<file path="config.mk">
export PLATFORM = sky130hd
export DESIGN_NAME = sc_dot_product_counted
export DESIGN_NICKNAME = d
export VERILOG_FILES = /design/src/rtl/sc_dot_product_counted.sv
export SDC_FILE = /design/constraint.sdc
export NUM_CORES = 1
export LEC_CHECK = 0
export ABC_AREA = 1
export BUFFER_PORTS_ARGS = -buffer_cell sky130_fd_sc_hd__buf_2
export CAP_MARGIN = 20
export CORE_UTILIZATION = 59
export DETAILED_ROUTE_END_ITERATION = 16
export GPL_ROUTABILITY_DRIVEN = 0
export PLACE_DENSITY = 0.92
export RECOVER_POWER = 100
export SYNTH_ARGS = -nofsm -noshare
export SYNTH_HDL_FRONTEND = slang
export SYNTH_SLANG_ARGS = --single-unit
</file>
<file path="constraint.sdc">
create_clock -name clk -period 4.33 [get_ports clk]
set_input_delay 0.6495 -clock clk [delete_from_list [all_inputs] [get_ports clk]]
set_output_delay 0.6495 -clock clk [all_outputs]
set_load 0.01 [all_outputs]
</file>
<file path="src/rtl/sc_dot_product_counted.sv">
// sc_dot_product_counted
//   Stochastic dot-product engine with start/done handshake. Each accepted
//   beat multiplies LENGTH data/weight bit pairs (AND for unipolar, XNOR for
//   bipolar), picks one product with a pseudo-random select taken from an
//   internal 16-bit LFSR (the scaled add), emits that bit, and counts the
//   ones over a programmable number of beats.
//
// Ports
//   clk         in   clock, rising edge
//   rst         in   synchronous active-high reset
//   start       in   begin a run (IDLE only); latches stream_len
//   stream_len  in   beats per run
//   in_valid    in   beat present on data/weights
//   in_ready    out  high throughout RUN
//   data        in   one bit per lane
//   weights     in   one bit per lane
//   busy        out  high in RUN and DONE
//   bit_valid   out  bit_out carries an accepted beat's result
//   bit_out     out  selected product bit of the accepted beat
//   done        out  one-cycle pulse at end of run
//   count       out  ones counted in the run, held until next start
//
// state | meaning
// IDLE  | waiting for start
// RUN   | accepting beats until remaining reaches zero
// DONE  | one-cycle done pulse, then back to IDLE

module sc_dot_product_counted #(
  parameter int          LENGTH       = 4,
  parameter int          SELECT_WIDTH = 2,
  parameter int          LEN_W        = 8,
  parameter int          BIPOLAR      = 0,
  parameter logic [15:0] LFSR_SEED    = 16'hACE1
) (
  input  logic              clk,
  input  logic              rst,
  input  logic              start,
  input  logic [LEN_W-1:0]  stream_len,
  input  logic              in_valid,
  output logic              in_ready,
  input  logic [LENGTH-1:0] data,
  input  logic [LENGTH-1:0] weights,
  output logic              busy,
  output logic              bit_valid,
  output logic              bit_out,
  output logic              done,
  output logic [LEN_W-1:0]  count
);

  if (LENGTH != (1 << SELECT_WIDTH)) begin : g_bad_length
    $error("sc_dot_product_counted: LENGTH must equal 2**SELECT_WIDTH");
  end
  if (SELECT_WIDTH < 1 || SELECT_WIDTH > 16) begin : g_bad_select
    $error("sc_dot_product_counted: SELECT_WIDTH must be 1..16");
  end
  if (LFSR_SEED == 16'h0000) begin : g_bad_seed
    $error("sc_dot_product_counted: LFSR_SEED must be nonzero");
  end

  typedef enum logic [1:0] {
    IDLE = 2'd0,
    RUN  = 2'd1,
    DONE = 2'd2
  } state_t;

  state_t                  r_state;
  logic [LEN_W-1:0]        r_remaining;
  logic [LEN_W-1:0]        r_count;
  logic [15:0]             r_lfsr;
  logic                    r_in_ready;
  logic                    r_busy;
  logic                    r_bit_valid;
  logic                    r_bit_out;
  logic                    r_done;

  logic [LENGTH-1:0]       w_prod;
  logic [SELECT_WIDTH-1:0] w_sel;
  logic                    w_bit;
  logic                    w_accept;
  logic [15:0]             w_lfsr_next;

  assign w_prod      = (BIPOLAR != 0) ? ~(data ^ weights) : (data & weights);
  assign w_sel       = r_lfsr[SELECT_WIDTH-1:0];
  assign w_bit       = w_prod[w_sel];
  // in_ready is only high in RUN, so this is the full acceptance condition.
  assign w_accept    = in_valid && r_in_ready;
  assign w_lfsr_next = {r_lfsr[14:0], r_lfsr[15] ^ r_lfsr[13] ^ r_lfsr[12] ^ r_lfsr[10]};

  always_ff @(posedge clk) begin
    if (rst) begin
      r_state     <= IDLE;
      r_remaining <= '0;
      r_count     <= '0;
      r_lfsr      <= LFSR_SEED;
      r_in_ready  <= 1'b0;
      r_busy      <= 1'b0;
      r_bit_valid <= 1'b0;
      r_bit_out   <= 1'b0;
      r_done      <= 1'b0;
    end else begin
      r_bit_valid <= 1'b0;
      case (r_state)
        IDLE: begin
          if (start) begin
            r_count     <= '0;
            r_remaining <= stream_len;
            r_busy      <= 1'b1;
            if (stream_len == '0) begin
              r_state <= DONE;
              r_done  <= 1'b1;
            end else begin
              r_state    <= RUN;
              r_in_ready <= 1'b1;
            end
          end
        end
        RUN: begin
          if (w_accept) begin
            r_bit_valid <= 1'b1;
            r_bit_out   <= w_bit;
            r_count     <= r_count + {{(LEN_W-1){1'b0}}, w_bit};
            r_remaining <= r_remaining - {{(LEN_W-1){1'b0}}, 1'b1};
            r_lfsr      <= w_lfsr_next;
            if (r_remaining == {{(LEN_W-1){1'b0}}, 1'b1}) begin
              r_state    <= DONE;
              r_done     <= 1'b1;
              r_in_ready <= 1'b0;
            end
          end
        end
        DONE: begin
          r_state <= IDLE;
          r_done  <= 1'b0;
          r_busy  <= 1'b0;
        end
        default: begin
          r_state    <= IDLE;
          r_done     <= 1'b0;
          r_busy     <= 1'b0;
          r_in_ready <= 1'b0;
        end
      endcase
    end
  end

  assign in_ready  = r_in_ready;
  assign busy      = r_busy;
  assign bit_valid = r_bit_valid;
  assign bit_out   = r_bit_out;
  assign done      = r_done;
  assign count     = r_count;

endmodule

</file>
======== After elaboration in Yosys (flattened, before gate mapping) ========
Cells that the tools add are included.
operators by class
  eq/ne operators ......................... 8
  multiplexer cells ....................... 26
  add/subtract/negate cells ............... 2
  bitwise logic cells ..................... 6
  reductions and logical operators ........ 11
  $lt $le $gt $ge ......................... 1
operators by type and width
  cell                                                        number
  2-to-1 mux 8 bit                                            4
  one-hot mux 8 bit (2 select lines)                          2
  2-to-1 mux 1 bit                                            11
  != test 2 bit, second input constant                        5
  adder 8 x 1 -> 8 bit                                        1
  == test 8 x 1 -> 1 bit, second input constant               1
  zero test 8 bit                                             1
  2-to-1 mux 2 bit                                            4
  subtractor 8 x 1 -> 8 bit, second input constant            1
  AND reduction 3 bit                                         2
  AND reduction 5 bit                                         1
  bitwise AND 4 bit                                           1
  one-hot mux 1 bit (2 select lines)                          2
  one-hot mux 2 bit (2 select lines)                          1
  AND reduction 2 bit                                         2
  AND reduction 4 bit                                         1
  less-than comparator 2 x 3 -> 1 bit, second input constant  1
  one-hot mux 1 bit (3 select lines)                          1
  XOR 1 bit                                                   3
  binary-select mux 1 bit (select 2 bit)                      1
  == test 2 x 1 -> 1 bit, second input constant               1
  == test 2 bit, second input constant                        1
  zero test 2 bit                                             1
  inverter 1 bit                                              2
  3 further kinds                                             3
word-level totals
  bits in registers ....................... 39
  output and inout bits ................... 13

======== Logic depth before layout (Yosys ltp) ========
  depth in word-level cells ............... 6
  depth in mapped cells ................... 12

======== Worst setup path before layout ========
OpenSTA, ideal clock, no wires.
  kind .................................... input-to-reg
  start point ............................. input port data[3]
  end point ............................... register r_count[6] (netlist: count[6])
  slack ................................... 2.600 ns
  required time ........................... 4.216 ns
  data arrival time ....................... 1.616 ns
  cell stages on the path ................. 11
  cell sequence ........................... nand3_1 nand3_1 nand2_1 inv_1 ha_1 ha_1 nand2_1 nor3_1 nand2_1 xor2_1 nor2_1
between the ends
  longest elaborated chain between the ends .. 6
RTL lines
  element                                 line  RTL
  from (decl)                             41    input logic [LENGTH-1:0] data,
  bitwise AND 4 bit                       82    assign w_prod = (BIPOLAR != 0) ? ~(data ^ weights) : (data & weights);
  binary-select mux 1 bit (select 2 bit)  84    assign w_bit = w_prod[w_sel];
  2-to-1 mux 1 bit (implied by the code)  84
  via w_bit                               78    logic w_bit;
  adder 8 x 1 -> 8 bit                    121   r_count <= r_count + {{(LEN_W-1){1'b0}}, w_bit};
  2-to-1 mux 8 bit                        118   if (w_accept) begin
  one-hot mux 8 bit (2 select lines)      102   case (r_state)
  to (signal assigned)                    121
  to (decl)                               68    logic [LEN_W-1:0] r_count;
The timed path passes the listed nets, and every way through them passes these cells. The select of a mux whose other input is x is not followed.
A chain may end at the register's enable or synchronous reset.

======== Worst setup path in the final report ========
  start point ............................. register r_state[0]
  end point ............................... register r_count[5] (netlist: count[5])
between the ends
  longest elaborated chain between the ends .. 3
  elaborated cells between the ends (all ways) .. 7
  classes of those cells .................. eq/ne: 3; mux: 1; reduce/logical: 3
RTL lines
  element                                                                      line  RTL
  from (decl)                                                                  66    state_t r_state;
  from (signal assigned)                                                       91    r_state <= IDLE;
  from (signal assigned)                                                       109   r_state <= DONE;
  from (signal assigned)                                                       112   r_state <= RUN;
  == test 2 x 1 -> 1 bit / zero test 2 bit (equally long branches)             102
  != test 2 bit (no source line) / nonzero test 2 bit (equally long branches)  --
  AND reduction 3 bit (no source line)                                         --
Several ways; a longest one is shown, not always the timed one.

==> flow_metrics.tcl <==
set metrics [dict create \
    wl_um 4010 \
    worstSetupStartpoint "r_state[0]" \
    cts_root_buffer "clkbuf_4" \
    synth_common_cells "nand2_1, nor2_1, dfxtp_1" \
    portBuffers 32 \
    final_layout_size_suffix_gt1_share_pct 9.77 \
    viasPerCell 5.15 \
    final.fill_count 282 \
    synth.avg_cell_area_um2 6.82 \
    peakVddDrop_mv 0.312 \
    cp.required_ns 4.64 \
    fin_setup_tns_ns 0 \
    status "completed" \
    cts_max_level 2 \
    reg2reg_from "r_state[0]" \
    pin_count 33 \
    finalNonFillerCells 351 \
    drv_cap 0 \
    grt_pass1_wl_um 6870 \
    max-slew-margin-rel_pct 23.4 \
    n_antenna_cell 0 \
    die_w_um 58.6 \
    wl_per_cell_um 11.4 \
    initial_utilization_pct 61.9 \
    synth.area.top_cells "dfxtp_1, nand2_1, nor2_1" \
    min_path_type "register to register" \
    totalPowerFinal_uw 809 \
    holdBufCountCts 0 \
    synth.most_common_cell "nand2_1" \
    num-nets-final 330 \
    finalHoldViolCount 0 \
    vias 1809 \
    synth_seq_cells 39 \
    dr.pass1.iters 4 \
    drt.antenna.violating_nets 0 \
    powerDensity_nw_per_um2 386 \
    min_from "count[4]" \
    timing.final.crit_period_ns 2.78 \
    synth_top_area_cell "dfxtp_1" \
    dp_hpwl_um 2910 \
    worstSetupPathType "register to register" \
    synth_warnings 0 \
    rows 20 \
    cp_common_cell "nand2_1" \
    synth_top_cell_area_share_pct 41.3 \
    numCtsBuffers 5 \
    core_um2 3050 \
    grt_pass1_vias 1704 \
    place_inst 343 \
    fp.dieH_um 58.6 \
    syn-num-nets 301 \
    die-area_um2 3430 \
    p_leak_uw 0.000950 \
    worstPathBufferInverterCount 1 \
    cts_tree "yes" \
    crit_chain "nand2_1 -> nor2_1 -> inv_2 -> nand2_4 -> nand2_1 -> o21ai_0 -> nand2_1 -> nor2_1" \
    drt_drc_violations_left 0 \
    syn_to_final_growth_pct 11.1 \
    antenna_found_initial 0 \
    clk_path_buf_depth 2 \
    arrival_ns 3.08 \
    slew_violations 0 \
    cp-start-kind "register" \
    grt_use_total_pct 26.3 \
    overflow 0 \
    cts_sinks 39 \
    drtIter0Drc 105 \
    fmax_mhz 360 \
    postCtsSetupBuffers 0 \
    clkLatencyLatePin_ns 0.36 \
    synth_ff_type "dfxtp_1" \
    yosys.cell_types.count 24 \
    synth_area_um2 1890 \
    synthCells 277 \
    cp_top_family "simple AND/OR/NAND/NOR gates" \
    crit_slowest_cell "nor2_1" \
    worstPathMaxFanout 22 \
    async_reset_ff_share_pct 0 \
    yosysSeqAreaShare_pct 41.3 \
    finalSetupViolations 0 \
    grt_max_degree 23 \
    clk_pin_slew_ns 0.12 \
    tightest_slew_ns 1.15 \
    cts_resized 0 \
    period_share_pct 64.1 \
    rsz0062_at_grt "no" \
    skew_ns 0.00207 \
    max_stage_delay_ns 0.96 \
    timing.hold.ws_ns 0.463 \
    end_kind "register" \
    synth_edf_count 0 \
]
==> worst paths after layout <==
kind / slack, ns / cells after the start / to
max: 1.55 / 8 / count[5]
min: 0.46 / 2 / count[4]
max reg2reg: 1.55 / 8 / count[5]
min reg2reg: 0.46 / 2 / count[4]
==> power by group <==
group	internal (µW)	switching, µW	leakage (µW)	total (µW)
Sequential	380	17.9	0.000317	398
Clock	124	133	0.0000458	258
Combinational	52.0	101	0.000587	153
Total	557	252	0.000950	809
==> sequential cells by signal (all words and copies together) (netlist names) <==
| name | count |
|---|---|
| bit_out | 1 |
| bit_valid | 1 |
| busy | 1 |
| count | 8 |
| done | 1 |
| in_ready | 1 |
| r_lfsr | 16 |
| r_remaining | 8 |
| r_state | 2 |
==> layer usage <==
| metal | routed length, µm | track usage, % |
|---|---|---|
| met5 | 0 | 0 |
| met4 | 70 | 11.6 |
| met3 | 212 | 5.49 |
| met2 | 1950 | 46.6 |
| met1 | 1780 | 30.5 |
==> layout by cell type (no fill, tap or decap), drive strengths merged <==
cell    synthesis  routed
nand3b          1       1
nand2          70      70
nand4           4       4
ha              4       4
o211ai          1       1
inv            27      28
nor3            2       2
nor2           42      42
bufinv          0       1
dfxtp          39      39
nand3          27      27
o21ai          23      23
buf             6      19
clkinv          0       1
a21oi          22      22
xnor2           2       2
clkbuf          4      18
xor2            3       3
==> area by class of cell <==
cell class                 instances  area (µm²)  share of cell area (%)
clock buffer                       5        37.5                    1.79
clock inverter                     3        47.5                    2.27
inverter                          27         101                    4.83
multi-input combinational        201         932                    44.4
sequential                        39         781                    37.2
tap                               44        55.1                    2.62
timing repair buffer              32         144                    6.86
==> logic make-up (layout without fill, tap and decap cells) <==
kind of cell,after synthesis,in the layout,synth area share [%]
XOR/XNOR,5,5,2.32
AND/OR/NAND/NOR,146,146,33.1
AO/OA/AOI/OAI,46,46,12.3
flip-flops,39,39,41.3
buffers and inverters,37,67,8.28
adder cells (fa/ha/maj),4,4,2.65
==> per-stage QoR <==
step                area (µm²)  util [%]  setup WS, ns
floorplan                 1890         -          2.60
global placement          2050      67.1          2.30
detailed placement        2050      67.1          2.22
CTS                       2130      69.9          2.37
global route              2100      68.7          1.16
finish                    2100      68.7          1.55
==> worst register-to-register path, delay by kind of cell (launching register included) <==
kind / cells / cell delay, ns
compound gates: 1 / 0.17
buf+inv: 1 / 0.33
flops: 1 / 0.45
simple gates: 6 / 1.77
Power figures use the tool's default switching activity.
